`src/rtl/shift_sequencer.sv`:
```
// Iterative SLL/SRL/SRA sequencer: STEP bit positions per clock, valid/ready on both sides.
module shift_sequencer #(
    parameter int unsigned XLEN = 32,
    parameter int unsigned STEP = 1
) (
    input  logic                     clk,
    input  logic                     rst_n,
    input  logic                     flush,
    input  logic                     req_valid,
    output logic                     req_ready,
    input  logic [XLEN-1:0]          req_a,
    input  logic [$clog2(XLEN)-1:0]  req_shamt,
    input  logic [1:0]               req_type,
    output logic                     rsp_valid,
    input  logic                     rsp_ready,
    output logic [XLEN-1:0]          rsp_r,
    output logic                     busy
);

    localparam int unsigned SHW = $clog2(XLEN);

    localparam logic [1:0] OP_SLL  = 2'b00;
    localparam logic [1:0] OP_SRL  = 2'b01;
    localparam logic [1:0] OP_SRA  = 2'b10;
    localparam logic [1:0] OP_PASS = 2'b11;

    typedef enum logic [1:0] {
        IDLE  = 2'b00,
        SHIFT = 2'b01,
        DONE  = 2'b10
    } state_t;

    state_t            state_q, state_d;
    logic [XLEN-1:0]   opnd_q, opnd_d;
    logic [SHW-1:0]    count_q, count_d;
    logic [1:0]        typ_q, typ_d;
    logic [SHW-1:0]    step_amt;
    logic [XLEN-1:0]   shifted;

    // Partial shift for this cycle: min(STEP, remaining) in the latched direction
    always_comb begin
        step_amt = (count_q < SHW'(STEP)) ? count_q : SHW'(STEP);
        shifted  = opnd_q;
        case (typ_q)
            OP_SLL:  shifted = opnd_q << step_amt;
            OP_SRL:  shifted = opnd_q >> step_amt;
            OP_SRA:  shifted = $unsigned($signed(opnd_q) >>> step_amt);
            default: shifted = opnd_q;
        endcase
    end

    // Next-state and working-register update; flush forces IDLE from any state
    always_comb begin
        state_d   = state_q;
        opnd_d    = opnd_q;
        count_d   = count_q;
        typ_d     = typ_q;
        req_ready = 1'b0;
        case (state_q)
            IDLE: begin
                req_ready = !flush;
                if (req_valid && !flush) begin
                    opnd_d  = req_a;
                    count_d = req_shamt;
                    typ_d   = req_type;
                    if ((req_shamt == '0) || (req_type == OP_PASS)) begin
                        state_d = DONE;
                    end else begin
                        state_d = SHIFT;
                    end
                end
            end
            SHIFT: begin
                opnd_d  = shifted;
                count_d = count_q - step_amt;
                if (count_q == step_amt) begin
                    state_d = DONE;
                end
            end
            DONE: begin
                if (rsp_ready) begin
                    state_d = IDLE;
                end
            end
            default: state_d = IDLE;
        endcase
        if (flush) begin
            state_d = IDLE;
        end
    end

    // State and working registers with synchronous active-low reset
    always_ff @(posedge clk) begin
        if (!rst_n) begin
            state_q <= IDLE;
            opnd_q  <= '0;
            count_q <= '0;
            typ_q   <= '0;
        end else begin
            state_q <= state_d;
            opnd_q  <= opnd_d;
            count_q <= count_d;
            typ_q   <= typ_d;
        end
    end

    assign rsp_valid = (state_q == DONE);
    assign rsp_r     = opnd_q;
    assign busy      = (state_q != IDLE);

endmodule

```
`config.mk`:
```
export PLATFORM = sky130hd
export DESIGN_NAME = shift_sequencer
export DESIGN_NICKNAME = d
export VERILOG_FILES = /design/src/rtl/shift_sequencer.sv
export SDC_FILE = /design/constraint.sdc
export NUM_CORES = 1
export LEC_CHECK = 0
export CORE_MARGIN = 2
export CORE_UTILIZATION = 35
export DETAILED_ROUTE_END_ITERATION = 6
export SYNTH_ARGS = -nofsm -noshare
export SYNTH_HDL_FRONTEND = slang
export SYNTH_SLANG_ARGS = --single-unit
```
`constraint.sdc`:
```
create_clock -name clk -period 2.5 [get_ports clk]
set_input_delay 0.25 -clock clk [delete_from_list [all_inputs] [get_ports clk]]
set_output_delay 0.25 -clock clk [all_outputs]
set_load 0.01 [all_outputs]
```
# [Word-level counts from Yosys, hierarchy flattened]
# Cells that the tools add are included.
[classes] n_mul=0 shift=3 div=0 n_mux=12 n_addsub=1 n_eq_ne=10 n_reduce_logical=13 bitwise=1 order_cmp=1
[ops] operator="32-bit case mux with 3 select lines" count=1
[ops] operator="32-bit case mux with 2 select lines" count=1
[ops] operator="32-bit two-way mux" count=1
[ops] operator="32-bit by 5-bit left shift with 32-bit output" count=1
[ops] operator="32-bit by 5-bit >> shifter with 32-bit output" count=1
[ops] operator="32-bit by 5-bit >>> shifter with 32-bit output" count=1
[ops] operator="5-bit two-way mux" count=2
[ops] operator="5-bit case mux with 2 select lines" count=1
[ops] operator="2-bit two-way mux" count=4
[ops] operator="2-bit equality test (second input constant)" count=3
[ops] operator="2-bit case mux with 3 select lines" count=1
[ops] operator="3-bit AND reduction" count=2
[ops] operator="5-bit equality test" count=1
[ops] operator="5-bit logical NOT" count=1
[ops] operator="5-bit by 1-bit < comparator with 1-bit output (second input constant)" count=1
[ops] operator="5-bit subtractor" count=1
[ops] operator="2-bit by 1-bit equality test with 1-bit output (second input constant)" count=2
[ops] operator="2-bit logical NOT" count=2
[ops] operator="2-bit inequality test (second input constant)" count=2
[ops] operator="4-bit by 1-bit inequality test with 1-bit output (second input constant)" count=1
[ops] operator="2-bit AND reduction" count=2
[ops] operator="2-bit nonzero test" count=2
[ops] operator="2-bit by 1-bit inequality test with 1-bit output (second input constant)" count=1
[ops] operator="2-bit OR reduction" count=1
[ops] operator="5 further kinds" count=5
[totals] elab_cells=45 latchBits=0 out_inout_bits=35 ramBits=0 in_bits=44 memories=0 regBits=41 rom_bits=0

# [Longest topological paths before layout]
# Gate-level depths: netlist of the first run.
[depth] depth_word=5 mapped_depth=8 depth_no_buf=7

# [Worst setup path before layout of the first run]
# Ideal clock, no wire load.
[synth_timing] kind="reg-to-reg" start="reg typ_q[0]" end="reg opnd_q[30], in the netlist rsp_r[30]" path_stages_with_launch=8 period_less_slack_ps=1952 required_ps=2375 t_arrival_ps=1827 setup_slack_ps=548 cell_sequence="dfxtp_1 > inv_1 > ha_1 > buf_1 > clkbuf_1 > nor2_1 > a221oi_2 > o22ai_1"
[synth_via] elab_chain_cells=3 word_cells_on_any_way=7 classes_between="eq/ne (3); mux (2); reduce/logical (2)"
[synth_rtl] item="start: declaration" line="36" text="logic [1:0] typ_q, typ_d;"
[synth_rtl] item="start signal: assignment" line="103" text="typ_q <= typ_d;"
[synth_rtl] item="2-bit equality test, or another cell as far along" line="44" text="case (typ_q)"
[synth_rtl] item="32-bit case mux with 3 select lines / 4-bit by 1-bit inequality test with 1-bit output (equally long branches)"
[synth_rtl] item="32-bit case mux with 2 select lines / 3-bit AND reduction (equally long branches)"
[synth_rtl] item="end signal: assignment" line="101" text="opnd_q <= opnd_d;"
[synth_rtl] item="end: declaration" line="34" text="logic [XLEN-1:0] opnd_q, opnd_d;"
# Parallel ways exist; a longest one is shown, timed or not.
# A chain may end at the register's enable or synchronous reset.

# [Final worst setup path of the first run]
[layout_timing] start="reg count_q[1]" end="reg opnd_q[30], in the netlist rsp_r[30]"
[layout_via] elab_chain_cells=5 word_cells_on_any_way=7 classes_between="order compare (1); shift (3); mux (3)"
[layout_rtl] item="start: declaration" line="35" text="logic [SHW-1:0] count_q, count_d;"
[layout_rtl] item="start signal: assignment" line="102" text="count_q <= count_d;"
[layout_rtl] item="5-bit by 1-bit < comparator with 1-bit output" line="42" text="step_amt = (count_q < SHW'(STEP)) ? count_q : SHW'(STEP);"
[layout_rtl] item="5-bit two-way mux (*)" line="42"
[layout_rtl] item="32-bit by 5-bit >>> shifter with 32-bit output, or another cell as far along" line="47" text="OP_SRA: shifted = $unsigned($signed(opnd_q) >>> step_amt);"
[layout_rtl] item="32-bit case mux with 3 select lines (*)" line="44"
[layout_rtl] item="32-bit case mux with 2 select lines (*)" line="59" text="case (state_q)"
# Mark *: on every way between the ends. The rest lies on a longest branch, timed or not.

==> flow_summary.ini, run 1 <==
[sta]
rsz0062_at_grt = false
finalCriticalPeriod_ns = 2.19
clock-skew-final_ns = 0.0136
fin_worst_hold_slack_ns = 0.495
layout_setup_ws_ns = 0.310
worst_pin_slew_ns = 0.631
setup_viol = 0
relSlewSlack = 0.579
final_max_slew_viol_count = 0
finalCritPeriodShare = 0.876
clock.fmax_ghz = 0.457
finalSetupTns_ns = 0
hold_violations = 0

[worst_hold_path]
hp-class = flop to flop
min_path_cells = 2
min_from = typ_q[0]
holdPathEnd = typ_q[0]

[floorplanning]
start_util = 0.358
ios = 79
fp-row-count = 31
die_w_um = 89.7
dieArea_um2 = 8040
coreArea_um2 = 7180
die_h_um = 89.7

[clock_network]
cts_buffers = 5
path_clk_slew_ns = 0.09
cts_tree = built
ctsHoldBuffers = 0
cts.path.max_buffers = 2
post_cts_buffers = 0
cts_resized = 0
cts_sinks = 41
clock_latency_ns = 0.31
htree_levels = 2
cts-root-buf = clkbuf_8

[synthesis]
netlist_area_um2 = 2570
netlist_instances = 330
synth_edf_count = 0
synth-compound-area-share = 0.320
synthSimpleGateAreaFrac = 0.192
synthFlopType = dfxtp_1
synth.most_common_cell = o21ai_0
yosysTopAreaCellShare = 0.320
synth_fa_ha_area_frac = 0.0195
synth_xor_area_frac = 0
synth_mux_area_frac = 0.0877
async_reset_ff_frac = 0
synth_seq_cells = 41
yosysTopAreaCell = dfxtp_1
synth_area_leaders = dfxtp_1 (32%), o21ai_0 (9.0%), mux2i_1 (8.2%), nand2_1 (4.7%), nor2_1 (4.4%)
synthTopCellsByCount = o21ai_0 (46), dfxtp_1 (41), nand2_1 (32)
synth_top_family_by_area = compound AO/OA/AOI/OAI gates
ys_types = 52
yosys_warnings = 0
yosysSeqAreaShare = 0.320
syn_avg_cell_area_um2 = 7.78
syn-num-nets = 378

[drt]
wl_per_cell_um = 16.0
wl_met2_mm = 3.72
drt_iter0_drc = 194
routed_wl_mm = 8.03
dr.pass1.iters = 5
maxUsedRoutingLayer = met4
met3_length_um = 397
drc = 0
via_count = 2796
via_per_inst = 5.57
ant_nets = 0
met1Wirelength_mm = 3.84

[finish]
instances_no_fill = 502
fin_nets = 450
syn2layout_area_growth_pct = 39.5
final_core_util = 0.499
fillers = 729
fin_area_um2 = 3580
antenna_cells = 0
drive_above_1_share = 0.0844

[power_and_ir_drop]
p_int_mw = 1.34
power.leakage_nw = 1.31
max-vdd-ir-drop_v = 0.000202
p_sw_mw = 0.626
p_sw_frac = 0.318
seq_power_share = 0.395
p_per_area_nw_per_um2 = 550
pwr-share-clk = 0.294
power_mw = 1.97
power_frac_comb = 0.311

[run]
drv_cap = 0

[placed_design]
post-place-ws_ns = 0.326
dpl_cell_area_um2 = 3470
dp_cells = 494
place_congestion = 0.800
hpwl_mm = 5.68
port-buffer-count = 78

[worst_setup_path]
arrival_ns = 2.38
start_kind = flop
critPathRequiredTime_ns = 2.69
end_kind = flop
reg2reg_from = count_q[1]
ff2ff_path_depth = 5
reg2reg_slack_ns = 0.31
cp_max_fo = 12
timing.rr.end = rsp_r[30]
crit_type = flop to flop

[grt]
grt.overflow.total = 0
grt_first_pass_wirelength_mm = 12.8
grt_pass1_vias = 2556
grt_max_degree = 32
antenna_found_initial = 0
grtUsageTotal = 0.203

[run_status]
outcome = completed
sequential cells by signal, indices dropped and copies added, names as in the netlist:
name / flops
count_q: 5
rsp_r: 32
state_q: 2
typ_q: 2
final cells by class:
cell class | count | area [um2] | share of cell area
clock buffer | 7 | 86.3 | 0.0241
inverter | 8 | 30.0 | 0.00838
tap | 99 | 124 | 0.0346
timing repair buffer | 94 | 901 | 0.251
clock inverter | 1 | 30.0 | 0.00838
sequential | 41 | 821 | 0.229
multi-input combinational | 252 | 1590 | 0.444
power groups by stage:
stage | registers [mW] | clock network, mW | logic (mW)
detailed placement | 0.791 | 0 | 0.611
floorplan | 0.792 | 0 | 0.343
global route | 0.787 | 0.602 | 0.673
global placement | 0.793 | 0 | 0.606
CTS | 0.777 | 0.588 | 0.615
finish | 0.777 | 0.579 | 0.613
cell families after synthesis:
kind of cell	after synthesis
buffers and inverters	37
DFF	41
adders and majority gates	4
AOI/OAI and AO/OA	125
and+or+nand+nor	101
muxes	22
routing by layer:
layer | up-vias | track usage
met5 | - | 0
met4 | 0 | 0.0611
met3 | 7 | 0.0283
met2 | 87 | 0.309
met1 | 1332 | 0.298
li1 | 1370 | -
layout by cell type, fill, tap and decap left out, types with 2 or more instances in the layout:
cell	count
nor3b_1	7
a311oi_1	3
o2bb2ai_1	5
clkbuf_8	6
a31oi_1	8
ha_1	4
nand2b_1	2
mux2i_1	21
nor2_1	30
o221ai_1	6
o211ai_1	2
a21oi_1	22
buf_4	16
nand3_1	4
dfxtp_1	41
a32o_1	4
o21ai_0	46
nor4_1	3
o311ai_0	2
a211o_1	3
nor2b_1	5
and3_1	2
clkdlybuf4s50_1	78
a21boi_0	4
or2_2	6
a221oi_1	9
inv_1	8
nand2_1	32
worst max path at each step:
stage / from / to / cells after the start
after floorplan: typ_q[0] / rsp_r[30] / 7
after global placement: flush / rsp_r[8] / 7
after detailed placement: count_q[1] / rsp_r[30] / 5
after CTS: count_q[1] / rsp_r[30] / 5
after global routing: count_q[1] / rsp_r[19] / 5
final: count_q[1] / rsp_r[30] / 5
critical path, cell delays in order (launching register included):
cell and delay (ns):
dfxtp_1 0.36, or4_4 0.57, or2_1 0.44, mux2_4 0.38
a221oi_2 0.23, o22ai_1 0.09
(Power assumes the default switching activity.)
==> run 2: changes to the inputs <==
--- a/config.mk
+++ b/config.mk
@@ -5,6 +5,7 @@
 export SDC_FILE = /design/constraint.sdc
 export NUM_CORES = 1
 export LEC_CHECK = 0
+export CAP_MARGIN = 0
 export CORE_MARGIN = 2
 export CORE_UTILIZATION = 35
 export DETAILED_ROUTE_END_ITERATION = 6
==> results of run 2 <==
No change in the layout: final DEF, timing and power equal those of run 1.
